--- src/rtl/mips_multicycle_ctrl_if.sv ---
// Control bus between the multicycle MIPS controller and its datapath.
// master = controller side, slave = datapath side.
interface mips_multicycle_ctrl_if;
    logic [31:0] ins_in;
    logic        zeroFlag;
    logic        PCEn;
    logic        IorD;
    logic        MemWrite;
    logic        IRWrite;
    logic        RegDst;
    logic        MemtoReg;
    logic        RegWrite;
    logic        ALUSrcA;
    logic [1:0]  ALUSrcB;
    logic [2:0]  ALUControl;
    logic [1:0]  PCSrc;
    logic        illegal;
    logic [3:0]  state;

    modport master (
        input  ins_in, zeroFlag,
        output PCEn, IorD, MemWrite, IRWrite, RegDst, MemtoReg, RegWrite,
               ALUSrcA, ALUSrcB, ALUControl, PCSrc, illegal, state
    );

    modport slave (
        output ins_in, zeroFlag,
        input  PCEn, IorD, MemWrite, IRWrite, RegDst, MemtoReg, RegWrite,
               ALUSrcA, ALUSrcB, ALUControl, PCSrc, illegal, state
    );
endinterface

--- src/rtl/mips_multicycle_ctrl.sv ---
// Moore main FSM plus ALU decoder for the multicycle MIPS core.
// Outputs are combinational from state/op/funct/zeroFlag; no backpressure, one state per clock.
module mips_multicycle_ctrl #(
    parameter logic [3:0] RESET_STATE   = 4'd0,
    parameter bit         ILLEGAL_STALL = 1'b0
) (
    input  logic                   clk,
    input  logic                   reset_n,
    mips_multicycle_ctrl_if.master bus
);

    typedef enum logic [3:0] {
        S_FETCH   = 4'd0,
        S_DECODE  = 4'd1,
        S_MEMADR  = 4'd2,
        S_MEMRD   = 4'd3,
        S_MEMWB   = 4'd4,
        S_MEMWR   = 4'd5,
        S_EXEC    = 4'd6,
        S_ALUWB   = 4'd7,
        S_BRANCH  = 4'd8,
        S_ADDIEX  = 4'd9,
        S_ADDIWB  = 4'd10,
        S_JUMP    = 4'd11,
        S_ILLEGAL = 4'd12
    } state_t;

    localparam logic [5:0] OP_RTYPE = 6'b000000;
    localparam logic [5:0] OP_LW    = 6'b100011;
    localparam logic [5:0] OP_SW    = 6'b101011;
    localparam logic [5:0] OP_BEQ   = 6'b000100;
    localparam logic [5:0] OP_BNE   = 6'b000101;
    localparam logic [5:0] OP_ADDI  = 6'b001000;
    localparam logic [5:0] OP_J     = 6'b000010;

    state_t     state_q, state_d;
    logic [5:0] op_q, funct_q;
    logic       funct_legal;
    logic [2:0] rtype_alu;

    always_comb begin
        funct_legal = 1'b1;
        rtype_alu   = 3'b010;
        case (funct_q)
            6'b100000: rtype_alu = 3'b010;
            6'b100010: rtype_alu = 3'b110;
            6'b100100: rtype_alu = 3'b000;
            6'b100101: rtype_alu = 3'b001;
            6'b101010: rtype_alu = 3'b111;
            default:   funct_legal = 1'b0;
        endcase
    end

    always_comb begin
        state_d = S_FETCH;
        case (state_q)
            S_FETCH:  state_d = S_DECODE;
            S_DECODE: begin
                case (op_q)
                    OP_LW, OP_SW:   state_d = S_MEMADR;
                    OP_RTYPE:       state_d = funct_legal ? S_EXEC : S_ILLEGAL;
                    OP_BEQ, OP_BNE: state_d = S_BRANCH;
                    OP_ADDI:        state_d = S_ADDIEX;
                    OP_J:           state_d = S_JUMP;
                    default:        state_d = S_ILLEGAL;
                endcase
            end
            S_MEMADR:  state_d = (op_q == OP_SW) ? S_MEMWR : S_MEMRD;
            S_MEMRD:   state_d = S_MEMWB;
            S_EXEC:    state_d = S_ALUWB;
            S_ADDIEX:  state_d = S_ADDIWB;
            S_ILLEGAL: state_d = ILLEGAL_STALL ? S_ILLEGAL : S_FETCH;
            default:   state_d = S_FETCH;
        endcase
    end

    // op/funct are captured in FETCH because ins_in follows the advanced PC afterwards.
    always_ff @(posedge clk or negedge reset_n) begin
        if (!reset_n) begin
            state_q <= state_t'(RESET_STATE);
            op_q    <= '0;
            funct_q <= '0;
        end else begin
            state_q <= state_d;
            if (state_q == S_FETCH) begin
                op_q    <= bus.ins_in[31:26];
                funct_q <= bus.ins_in[5:0];
            end
        end
    end

    logic       pcen_c, iord_c, memwrite_c, irwrite_c, regdst_c, memtoreg_c;
    logic       regwrite_c, alusrca_c, illegal_c;
    logic [1:0] alusrcb_c, pcsrc_c;
    logic [2:0] aluctl_c;

    always_comb begin
        pcen_c     = 1'b0;
        iord_c     = 1'b0;
        memwrite_c = 1'b0;
        irwrite_c  = 1'b0;
        regdst_c   = 1'b0;
        memtoreg_c = 1'b0;
        regwrite_c = 1'b0;
        alusrca_c  = 1'b0;
        alusrcb_c  = 2'b00;
        aluctl_c   = 3'b000;
        pcsrc_c    = 2'b00;
        illegal_c  = 1'b0;
        case (state_q)
            S_FETCH: begin
                alusrcb_c = 2'b01;
                aluctl_c  = 3'b010;
                irwrite_c = 1'b1;
                pcen_c    = 1'b1;
            end
            S_DECODE: begin
                alusrcb_c = 2'b11;
                aluctl_c  = 3'b010;
            end
            S_MEMADR, S_ADDIEX: begin
                alusrca_c = 1'b1;
                alusrcb_c = 2'b10;
                aluctl_c  = 3'b010;
            end
            S_MEMRD: iord_c = 1'b1;
            S_MEMWB: begin
                memtoreg_c = 1'b1;
                regwrite_c = 1'b1;
            end
            S_MEMWR: begin
                iord_c     = 1'b1;
                memwrite_c = 1'b1;
            end
            S_EXEC: begin
                alusrca_c = 1'b1;
                aluctl_c  = rtype_alu;
            end
            S_ALUWB: begin
                regdst_c   = 1'b1;
                regwrite_c = 1'b1;
            end
            S_BRANCH: begin
                alusrca_c = 1'b1;
                aluctl_c  = 3'b110;
                pcsrc_c   = 2'b01;
                pcen_c    = (op_q == OP_BNE) ? ~bus.zeroFlag : bus.zeroFlag;
            end
            S_ADDIWB: regwrite_c = 1'b1;
            S_JUMP: begin
                pcsrc_c = 2'b10;
                pcen_c  = 1'b1;
            end
            S_ILLEGAL: illegal_c = 1'b1;
            default: ;
        endcase
    end

    // Write strobes are gated by reset so nothing commits while reset is held.
    assign bus.PCEn       = pcen_c & reset_n;
    assign bus.IRWrite    = irwrite_c & reset_n;
    assign bus.MemWrite   = memwrite_c & reset_n;
    assign bus.RegWrite   = regwrite_c & reset_n;
    assign bus.illegal    = illegal_c & reset_n;
    assign bus.IorD       = iord_c;
    assign bus.RegDst     = regdst_c;
    assign bus.MemtoReg   = memtoreg_c;
    assign bus.ALUSrcA    = alusrca_c;
    assign bus.ALUSrcB    = alusrcb_c;
    assign bus.ALUControl = aluctl_c;
    assign bus.PCSrc      = pcsrc_c;
    assign bus.state      = state_q;

endmodule

--- src/flat_wrapper.sv ---
// flat-port wrapper written by rule: the top's interface ports become plain ports
module mips_multicycle_ctrl_flat 
#(
    parameter logic [3:0] RESET_STATE   = 4'd0,
    parameter bit         ILLEGAL_STALL = 1'b0
)
  (clk, reset_n, bus_ins_in, bus_zeroFlag, bus_PCEn, bus_IorD, bus_MemWrite, bus_IRWrite, bus_RegDst, bus_MemtoReg, bus_RegWrite, bus_ALUSrcA, bus_ALUSrcB, bus_ALUControl, bus_PCSrc, bus_illegal, bus_state);
  mips_multicycle_ctrl_if bus_i ();
  input  logic clk;
  input  logic reset_n;
  input wire logic [$bits(bus_i.ins_in)-1:0] bus_ins_in;
  input wire logic [$bits(bus_i.zeroFlag)-1:0] bus_zeroFlag;
  output wire logic [$bits(bus_i.PCEn)-1:0] bus_PCEn;
  output wire logic [$bits(bus_i.IorD)-1:0] bus_IorD;
  output wire logic [$bits(bus_i.MemWrite)-1:0] bus_MemWrite;
  output wire logic [$bits(bus_i.IRWrite)-1:0] bus_IRWrite;
  output wire logic [$bits(bus_i.RegDst)-1:0] bus_RegDst;
  output wire logic [$bits(bus_i.MemtoReg)-1:0] bus_MemtoReg;
  output wire logic [$bits(bus_i.RegWrite)-1:0] bus_RegWrite;
  output wire logic [$bits(bus_i.ALUSrcA)-1:0] bus_ALUSrcA;
  output wire logic [$bits(bus_i.ALUSrcB)-1:0] bus_ALUSrcB;
  output wire logic [$bits(bus_i.ALUControl)-1:0] bus_ALUControl;
  output wire logic [$bits(bus_i.PCSrc)-1:0] bus_PCSrc;
  output wire logic [$bits(bus_i.illegal)-1:0] bus_illegal;
  output wire logic [$bits(bus_i.state)-1:0] bus_state;
  assign bus_i.ins_in = bus_ins_in;
  assign bus_i.zeroFlag = bus_zeroFlag;
  assign bus_PCEn = bus_i.PCEn;
  assign bus_IorD = bus_i.IorD;
  assign bus_MemWrite = bus_i.MemWrite;
  assign bus_IRWrite = bus_i.IRWrite;
  assign bus_RegDst = bus_i.RegDst;
  assign bus_MemtoReg = bus_i.MemtoReg;
  assign bus_RegWrite = bus_i.RegWrite;
  assign bus_ALUSrcA = bus_i.ALUSrcA;
  assign bus_ALUSrcB = bus_i.ALUSrcB;
  assign bus_ALUControl = bus_i.ALUControl;
  assign bus_PCSrc = bus_i.PCSrc;
  assign bus_illegal = bus_i.illegal;
  assign bus_state = bus_i.state;
  mips_multicycle_ctrl #(.RESET_STATE(RESET_STATE), .ILLEGAL_STALL(ILLEGAL_STALL)) u_core (.clk(clk), .reset_n(reset_n), .bus(bus_i));
endmodule
--- config.mk ---
export PLATFORM = sky130hd
export DESIGN_NAME = mips_multicycle_ctrl_flat
export DESIGN_NICKNAME = d
export VERILOG_FILES = /design/src/rtl/mips_multicycle_ctrl_if.sv /design/src/rtl/mips_multicycle_ctrl.sv /design/src/flat_wrapper.sv
export SDC_FILE = /design/constraint.sdc
export NUM_CORES = 1
export LEC_CHECK = 0
export ABC_CLOCK_PERIOD_IN_PS = 1580
export CORE_ASPECT_RATIO = 0.7
export CORE_MARGIN = 2
export CORE_UTILIZATION = 30
export CTS_BUF_LIST = sky130_fd_sc_hd__clkbuf_2 sky130_fd_sc_hd__clkbuf_4 sky130_fd_sc_hd__clkbuf_8
export DETAILED_ROUTE_END_ITERATION = 8
export GPL_TIMING_DRIVEN = 0
export PLACE_DENSITY_LB_ADDON = 0.25
export SYNTH_ARGS = -nofsm -noshare
export SYNTH_HDL_FRONTEND = slang
export SYNTH_SLANG_ARGS = --single-unit
--- constraint.sdc ---
create_clock -name clk -period 1.58 [get_ports clk]
set_input_delay 0.395 -clock clk [delete_from_list [all_inputs] [get_ports clk]]
set_output_delay 0.395 -clock clk [all_outputs]
set_load 0.01 [all_outputs]
==> results.sh <==
export IMPL_place_area_sq_um=1520
export IMPL_p_leak_nw=0.925
export IMPL_reg2reg_from="u_core.bus.state[2]$_DFF_PN0_"
export IMPL_syn_num_nets=153
export IMPL_utilization_pct=59.6
export IMPL_endpoint_kind="output pin"
export IMPL_hold_path_class="primary input to asynchronous set/reset pin"
export IMPL_port_buffer_count=34
export IMPL_max_cap_viol_count=0
export IMPL_peakVddDrop_mv=0.758
export IMPL_violations="setup timing"
export IMPL_synthArstFlopShare_pct=100
export IMPL_grt_pass1_wl_um=5740
export IMPL_fin_nets=225
export IMPL_synth_seq_cells=16
export IMPL_drc=0
export IMPL_max_slew_worst_pin_slew_ps=320
export IMPL_fin_skew_ps=3.85
export IMPL_arrival_ps=1610
export IMPL_synth_cell_types=38
export IMPL_preCtsSetupSlack_ps=-1490
export IMPL_synth_top_cell_area_share_pct=36.4
export IMPL_timing_final_crit_share_pct=127
export IMPL_drtPass1Iterations=4
export IMPL_yosysSeqAreaShare_pct=36.4
export IMPL_vias_per_cell=4.96
export IMPL_syn_inst=118
export IMPL_drive_gt1_share_pct=65.1
export IMPL_avgSynthCellArea_sq_um=9.31
export IMPL_start_util_pct=31.3
export IMPL_coreArea_sq_um=3510
export IMPL_startpoint="u_core.bus.state[3]$_DFF_PN0_"
export IMPL_area_growth_pct=90.5
export IMPL_die_x_um=76.3
export IMPL_synthTopCellsByCount="16 x dfrtp_1, 11 x mux2_2, 10 x nand2_1, 10 x nor2_1"
export IMPL_setup_ws_ps=-427
export IMPL_pin_count=55
export IMPL_grtUsageTotal_pct=17.9
export IMPL_antenna_cells=0
export IMPL_ctsHoldBuffers=0
export IMPL_drtAntennaViolNets=0
export IMPL_clock_sinks=16
export IMPL_rsz0062_at_grt="true"
export IMPL_cp_endpoint="bus_RegWrite"
export IMPL_cts_buffers=3
export IMPL_power_w=0.00206
export IMPL_ys_warn_count=0
export IMPL_place_congestion=0.830
export IMPL_syn_area_sq_um=1100
export IMPL_grt_overflow=0
export IMPL_rows=18
export IMPL_slew_headroom_pct=78.5
export IMPL_regToRegSetupSlack_ps=-100
export IMPL_clock_tree_buffer_depth=2
export IMPL_finalMaxSlewViolations=0
export IMPL_finalHoldViolCount=0
export IMPL_fin_area_sq_um=2090
export IMPL_vias=1186
export IMPL_criticalPathCategory="register to output pin"
export IMPL_dp_hpwl_um=2150
export IMPL_grt_antenna_before_repair=0
export IMPL_die_area_sq_um=4170
export IMPL_required_ps=1180
export IMPL_clkSlewWorstSetupHoldPaths_ps=70
export IMPL_setup_viol=28
export IMPL_htree_levels=1
export IMPL_synth_main_ff_cell="dfrtp_1"
export IMPL_grt_pass1_vias=1158
export IMPL_status="finished with violations"
export IMPL_start_kind="register"
export IMPL_max_freq_ghz=0.498
export IMPL_drt_total_wl_um=3900
export IMPL_rr_endpoint="u_core.op_q[3]$_DFFE_PN0P_"
export IMPL_worstPathMaxFanout=5
export IMPL_insertion_delay_ps=260
export IMPL_whs_ps=42.6
export IMPL_synth_most_common_cell="dfrtp_1"
export IMPL_fp_dieH_um=54.6
export IMPL_synth_edf_count=0
export IMPL_grt_max_degree=22
export IMPL_synth_top_area_cell="dfrtp_1"
export IMPL_min_period_ps=2010
export IMPL_worstRegToRegCells=6
export IMPL_wl_per_cell_um=16.3
export IMPL_yosys_top_cells_area="dfrtp_1 36%, mux2_2 11%, nand2_1 3.4%, nor2_1 3.4%, nor2b_1 3.4%"
export IMPL_drt_iter0_drc=53
export IMPL_cts_root_buf="clkbuf_8"
export IMPL_cts_tree="done"
export IMPL_powerDensity_nw_per_um2=986
cell families after synthesis:
kind of cell,Yosys count,synth area share [%]
mux,13,13.1
compound gates,20,13.6
simple gates,55,29.6
xor+xnor,3,2.39
buf+inv,11,4.90
flops,16,36.4
per-layer routing:
layer  vias to the layer above  track usage [%]  routed length (um)
met4                         0             3.03                  34
met2                        23             30.1                1860
met1                       589             23.9                1850
met5                         -                0                   0
li1                        570                -                   -
met3                         4             4.95                 157
worst min path at each step:
stage,depth (start not counted),start,slack (ps),endpoint
after global routing,1,reset_n,50,u_core.op_q[0]$_DFFE_PN0P_
after CTS,1,reset_n,90,u_core.op_q[0]$_DFFE_PN0P_
after global placement,1,u_core.funct_q[5]$_DFFE_PN0P_,510,u_core.funct_q[5]$_DFFE_PN0P_
after floorplan,0,reset_n,100,u_core.bus.state[0]$_DFF_PN0_
after detailed placement,1,u_core.funct_q[5]$_DFFE_PN0P_,520,u_core.funct_q[5]$_DFFE_PN0P_
final,1,reset_n,40,u_core.funct_q[0]$_DFFE_PN0P_
layout by cell type (no fill, tap or decap), types with 3 or more instances in the layout:
master | netlist | routed
clkdlybuf4s50_1 | 0 | 13
buf_6 | 0 | 18
a21oi_2 | 0 | 3
dfrtp_2 | 0 | 6
nor2b_1 | 6 | 3
nand2_2 | 0 | 7
mux2_4 | 0 | 11
buf_4 | 1 | 23
nor3_2 | 0 | 5
clkbuf_8 | 0 | 4
nor2_4 | 1 | 4
dfrtp_1 | 16 | 10
buf_2 | 7 | 14
nor2_1 | 10 | 6
nand2b_4 | 0 | 4
final cells by class:
| cell class | instances | area [sq um] |
|---|---|---|
| tap | 50 | 62.6 |
| inverter | 3 | 16.3 |
| buffer | 6 | 76.3 |
| fill | 298 | 1420 |
| multi-input combinational | 91 | 893 |
| timing repair buffer | 69 | 582 |
| sequential | 16 | 408 |
| clock buffer | 4 | 55.1 |
flip-flops by register name (all words and copies together), names as in the netlist:
signal,cells
u_core.funct_q,6
u_core.bus.state,4
u_core.op_q,6
power breakdown:
part,switching (W),internal (W)
Clock,0.000158,0.000222
Combinational,0.000474,0.000610
Sequential,0.000103,0.000497
critical path, stage by stage (launching register included):
cell      delay (ps)
dfrtp_2          420
buf_6            140
nand2b_4         150
mux2i_1          180
nor2b_2          200
o21a_1           130
buf_2            130
through the flow:
step                instances  TNS (ps)
detailed placement        202    -10890
global route              239     -5370
CTS                       229     -4260
floorplan                 118     -13.8
finish                    239     -3960
global placement          202    -10520
what timing repair did:
| action | in CTS | in global routing |
|---|---|---|
| resized for setup | 138 | 36 |
| gates cloned | 1 | 0 |
| buffers inserted | 22 | 14 |
| setup endpoints to repair | 27 | 29 |
| pin swaps | 6 | 11 |
Power figures use the tool's default switching activity.
